<file path="config.mk">
export PLATFORM = sky130hd
export DESIGN_NAME = mul_pipe
export DESIGN_NICKNAME = d
export VERILOG_FILES = /design/src/rtl/mul_pipe_pkg.sv /design/src/rtl/mul_pipe_stage.sv /design/src/rtl/mul_pipe.sv
export SDC_FILE = /design/constraint.sdc
export NUM_CORES = 2
export LEC_CHECK = 0
export ABC_AREA = 1
export ABC_CLOCK_PERIOD_IN_PS = 19200
export CAP_MARGIN = 10
export CORE_UTILIZATION = 35
export CTS_CLUSTER_SIZE = 40
export DETAILED_ROUTE_END_ITERATION = 10
export HOLD_SLACK_MARGIN = 0.03
export PLACE_DENSITY = 0.46
export SYNTH_ARGS = -nofsm -noshare
export SYNTH_HDL_FRONTEND = slang
export SYNTH_SLANG_ARGS = --single-unit
</file>
<file path="constraint.sdc">
create_clock -name clk -period 19.2 [get_ports clk]
set_clock_uncertainty 0.2 [all_clocks]
set_input_delay 2.88 -clock clk [delete_from_list [all_inputs] [get_ports clk]]
set_output_delay 2.88 -clock clk [all_outputs]
set_load 0.01 [all_outputs]
</file>
<file path="src/rtl/mul_pipe_pkg.sv">
// rtl/mul_pipe_pkg.sv - shared muldiv operation encoding and operand helpers
package muldiv_types;

    typedef enum logic [1:0] {
        MUL_LO  = 2'b00,
        MUL_HS  = 2'b01,
        MUL_HU  = 2'b10,
        MUL_HSU = 2'b11
    } mul_op_t;

    function automatic logic op_a_signed(input mul_op_t op);
        return (op == MUL_HS) || (op == MUL_HSU);
    endfunction

    function automatic logic op_b_signed(input mul_op_t op);
        return op == MUL_HS;
    endfunction

    function automatic logic op_high(input mul_op_t op);
        return op != MUL_LO;
    endfunction

endpackage

</file>
<file path="src/rtl/mul_pipe_stage.sv">
// rtl/mul_pipe_stage.sv - one valid/data pipeline slice with bubble-collapsing advance
module mul_pipe_stage #(
    parameter int W = 8
) (
    input  logic         clk,
    input  logic         rst,
    input  logic         flush,
    input  logic         i_valid,
    input  logic [W-1:0] i_data,
    input  logic         i_adv_next,
    output logic         o_valid,
    output logic [W-1:0] o_data,
    output logic         o_adv
);

    logic         r_valid;
    logic [W-1:0] r_data;

    // An empty slot can always take new data, even if downstream is stalled.
    assign o_adv   = !r_valid || i_adv_next;
    assign o_valid = r_valid;
    assign o_data  = r_data;

    always_ff @(posedge clk) begin
        if (rst || flush) begin
            r_valid <= 1'b0;
        end else if (o_adv) begin
            r_valid <= i_valid;
        end
    end

    always_ff @(posedge clk) begin
        if (o_adv) begin
            r_data <= i_data;
        end
    end

endmodule

</file>
<file path="src/rtl/mul_pipe.sv">
// rtl/mul_pipe.sv - parametrised pipelined multiplier with valid/ready, flush and tag
module mul_pipe
    import muldiv_types::*;
#(
    parameter int WIDTH  = 32,
    parameter int STAGES = 2,
    parameter int TAG_W  = 5
) (
    input  logic             clk,
    input  logic             rst,
    input  logic             flush,
    input  logic             in_valid,
    output logic             in_ready,
    input  logic [1:0]       in_op,
    input  logic [WIDTH-1:0] in_a,
    input  logic [WIDTH-1:0] in_b,
    input  logic [TAG_W-1:0] in_tag,
    output logic             out_valid,
    input  logic             out_ready,
    output logic [WIDTH-1:0] out_result,
    output logic [TAG_W-1:0] out_tag
);

    localparam int PW = 2 * WIDTH + 1 + TAG_W;

    mul_op_t          w_op;
    logic [2*WIDTH-1:0] w_a_ext;
    logic [2*WIDTH-1:0] w_b_ext;
    logic [2*WIDTH-1:0] w_prod;
    logic [PW-1:0]      w_payload;
    logic [PW-1:0]      w_last_data;
    logic               w_last_valid;
    logic               w_adv0;

    assign w_op = mul_op_t'(in_op);

    // Extending straight to 2*WIDTH yields the same truncated product as a
    // WIDTH+1 extension, and keeps every multiplier output bit in use.
    assign w_a_ext   = {{WIDTH{op_a_signed(w_op) & in_a[WIDTH-1]}}, in_a};
    assign w_b_ext   = {{WIDTH{op_b_signed(w_op) & in_b[WIDTH-1]}}, in_b};
    assign w_prod    = w_a_ext * w_b_ext;
    assign w_payload = {w_prod, op_high(w_op), in_tag};

    for (genvar k = 0; k < STAGES; k++) begin : g_stage
        logic          w_v_in;
        logic [PW-1:0] w_d_in;
        logic          w_adv_next;
        logic          w_v;
        logic [PW-1:0] w_d;
        logic          w_adv;

        if (k == 0) begin : g_head
            assign w_v_in = in_valid & in_ready;
            assign w_d_in = w_payload;
        end else begin : g_body
            assign w_v_in = g_stage[k-1].w_v;
            assign w_d_in = g_stage[k-1].w_d;
        end

        if (k == STAGES - 1) begin : g_tail
            assign w_adv_next = out_ready;
        end else begin : g_link
            assign w_adv_next = g_stage[k+1].w_adv;
        end

        mul_pipe_stage #(.W(PW)) u_stage (
            .clk        (clk),
            .rst        (rst),
            .flush      (flush),
            .i_valid    (w_v_in),
            .i_data     (w_d_in),
            .i_adv_next (w_adv_next),
            .o_valid    (w_v),
            .o_data     (w_d),
            .o_adv      (w_adv)
        );
    end

    assign w_adv0       = g_stage[0].w_adv;
    assign w_last_valid = g_stage[STAGES-1].w_v;
    assign w_last_data  = g_stage[STAGES-1].w_d;

    assign in_ready   = w_adv0 & !flush;
    assign out_valid  = w_last_valid;
    assign out_tag    = w_last_data[TAG_W-1:0];
    assign out_result = w_last_data[TAG_W] ? w_last_data[TAG_W+1+WIDTH +: WIDTH]
                                           : w_last_data[TAG_W+1 +: WIDTH];

endmodule

</file>
==> results summary <==
By area, the combinational part of the netlist is dominated by adder cells. The number of global-route vias before repair came out at 35900. The post-synthesis adder-cell area fraction came out at 56.4%. The biggest cell delay along the critical path came out at 1030 ps. The critical path data required time came out at 19180 ps. The minimum period implied by the final worst setup slack came out at 11690 ps. The total count of hold-check failures in the final report was 0. Before CTS, the worst setup slack after placement is 7050 ps. Counting flops with a built-in enable in the synthesized netlist gives 140. The first global-routing pass estimated 216000 um of wire. The post-placement cell count is 6839.

Following the worst setup path forward leads to its endpoint at g_stage[0].u_stage.o_data[61]. The setup slack on the worst flop-to-flop path came out at 17300 ps. The flip-flop and latch count after synthesis is 142.

The largest fanout of any net on the critical path came out at 34. The via count is 32400. The row count is 130.

The port buffer count is 114. The worst min-delay path class is reg -> reg. The number of endpoints failing setup at the final stage is 0. The layout-stage area growth over the synthesis result is 7.39%. The timing-limited maximum frequency came out at 0.0856 GHz. Among all flip-flop cells after synthesis, the most frequent one is edfxtp_1.

Summed over its instances, the top area cell type makes up 50.5% of the synthesized netlist area. After synthesis, the cell types taking the most area are fa_1 50%, inv_1 14%, nand2_1 12%, edfxtp_1 9.4%, ha_1 5.9%. The final period utilization is 60.9%. The number of buffers inserted by post-CTS setup repair came out at 0.

The synthesized instance count came out at 5261. The number of max-cap violations is 0. In the post-route analysis, the smallest setup slack over all paths is 7510 ps.

The initial utilization of the core area, before any placement, comes to 35.4%. The cell type with the highest occurrence count on the critical path is fa_1. The worst register-to-register path ends at g_stage[0].u_stage.o_data[35].

The cell type with the highest aggregate area in the netlist is fa_1. Setup repair after global routing left no endpoint under its margin. The overall overflow remaining after global route is 0.

The initial detailed-routing violation count came out at 1767. The placeable core region came out at 126000 um^2. The worst register-to-register path begins at g_stage[1].u_stage.o_valid. In this run the remaining antenna-violating nets after routing total 0.

The number of cells traversed by the worst register-to-register path came out at 2. The cell at the slowest stage of the critical path is fa_1. The clock tree from TritonCTS is yes. The via count normalized by instance count is 4.72. The final estimated routing congestion in global placement is 0.922.

The post-synthesis cell type count is 34. The layout cell share with drive strength beyond 1 is 3.26%. The pin count of the biggest net entering global routing is 73. The final net count is 6621.

For this run, asynchronously set or reset flops after synthesis account for 0%. The repair_antennas step left the layout with diodes totalling 0. The XOR/XNOR share of the synthesized area is 0.863%. The run finished with clean final reports. The post-detailed-placement half-perimeter wirelength is 108000 um.

The area share of and/or/nand/nor cells after synthesis came out at 15.0%. The clock insertion delay at the later pin of the skew report came out at 430 ps. The number of buffers on the longest clock path is 2.

The arrival time of the worst setup path came out at 11670 ps. The die area came out at 129000 um^2. In the final routed layout, each cell accounts on average for 19.8 um. Hold is met by 211 ps. The number of gates given a new drive strength after cts came out at 0. The number of antenna violations at the first check in global routing is 2. The number of remaining DRC errors is 0. The maximum level of the CTS H-tree came out at 4.

The worst setup path is of the in -> reg kind. In the synthesized netlist, mux cells make up 0.807% of the area. The count of TritonRoute iterations in the first routing pass is 6. The setup TNS is 0 ps.

The actual slew at the worst max-slew pin is 1080 ps. The library cell used as clock root buffer is clkbuf_16. The count of placed standard cells in the final layout, fillers left out is 6870. The max-slew violation count is 0. Sequential cells were found to cover 9.51% of the synthesized design area. The mean post-synth cell area came out at 8.48 um^2.

The combined area of all synthesized cells came out at 44600 um^2. The global-route usage over all layers came out at 22.0%. The kind of start point of the critical path is a primary input.

The overall routed net length came out at 136000 um. The number of warnings printed during yosys synthesis is 0. The relative slew slack came out at 27.7%. The dominant cell by count in the synthesized netlist is inv_1. The width of the die is 359 um. By count the netlist is led by 1607 x inv_1, 1423 x nand2_1, 1125 x fa_1. The count of clock tree sinks came out at 142. The number of nets in the synthesized netlist is 6674.

The critical path starts at in_a[31]. Clock-pin slew was measured on the worst setup and hold paths at 70 ps. The nature of the critical path endpoint is a flip-flop.

The count of fill cells added during filler insertion is 13100. The synthesized-area fraction occupied by ao, oa, aoi and oai cells is 1.67%. The number of top-level pins came out at 115. The floorplan step set the die height to 359 um. Counting the buffers created by CTS gives 17. In this run, post-CTS hold repair placed 0 buffers.
## metrics by stage
step           instance area, um^2  util [%]
2_1_floorplan                44600         -
3_3_place_gp                 47400      37.6
3_5_place_dp                 47400      37.6
4_1_cts                      47900      38.0
5_1_grt                      47900      38.0
6_report                     47900      38.0
## per-layer routing
metal  track usage, %  wire, um  up-vias  share of wire (%)
met4             4.66      3110        2                2.3
met2             38.2     66600      811                 49
met5                0         9        -             0.0066
met3             2.33      6140      142                4.5
met1             29.5     60000    16900                 44
li1                 -         -    14500                  -
## worst max-delay path: cells and delay by family
kind                       cells  cell delay (ps)
adders and majority gates      9             5260
buffers and inverters          8             2120
and+or+nand+nor                9             1380
## placed cells by master, fill, tap and decap left out, types with 7 or more instances in the layout
| cell | instances |
|---|---|
| nand3_1 | 66 |
| o21ai_0 | 30 |
| mux2_2 | 32 |
| nor2_2 | 8 |
| nand2_1 | 1422 |
| inv_1 | 1607 |
| nor2_1 | 152 |
| nand3_2 | 7 |
| edfxtp_1 | 140 |
| buf_4 | 69 |
| clkbuf_16 | 17 |
| nand4_1 | 17 |
| fa_1 | 1125 |
| a21oi_1 | 71 |
| clkdlybuf4s50_1 | 112 |
| o21bai_1 | 18 |
| ha_1 | 212 |
| or2_2 | 8 |
| xnor2_1 | 8 |
| xor2_1 | 36 |
## cell families after synthesis
family	after synthesis
xor+xnor	44
fa+ha+maj	1337
flops	142
simple gates	1709
mux	32
compound gates	134
buf+inv	1863
## sequential cells by signal, indices dropped and copies added (netlist names)
| name | flops |
|---|---|
| g_stage.u_stage.o_data | 140 |
| g_stage.u_stage.o_valid | 2 |
## worst min path at each step
stage                                       start                       endpoint  slack (ps)  cells after the start
finish              g_stage[0].u_stage.o_data[26]  g_stage[1].u_stage.o_data[26]         210                      0
floorplan            g_stage[0].u_stage.o_data[0]   g_stage[1].u_stage.o_data[0]         200                      0
detailed placement  g_stage[0].u_stage.o_data[17]  g_stage[1].u_stage.o_data[17]         200                      0
global placement     g_stage[0].u_stage.o_data[4]   g_stage[1].u_stage.o_data[4]         200                      0
CTS                 g_stage[0].u_stage.o_data[32]  g_stage[1].u_stage.o_data[32]         220                      0
global route        g_stage[0].u_stage.o_data[26]  g_stage[1].u_stage.o_data[26]         220                      0
## area by class of cell
cell class | count | area, um^2 | share of cell area (%)
inverters | 1608 | 6040 | 12.6
multi-input cells | 3256 | 33400 | 69.7
clock inverters | 12 | 116 | 0.243
well taps | 1650 | 2060 | 4.31
repair buffers | 183 | 1650 | 3.44
flip-flops and latches | 142 | 4240 | 8.85
clock buffers | 19 | 433 | 0.903
Power is not shown: default switching activity piles up to over one toggle a cycle in this logic, so the estimate is an artifact.
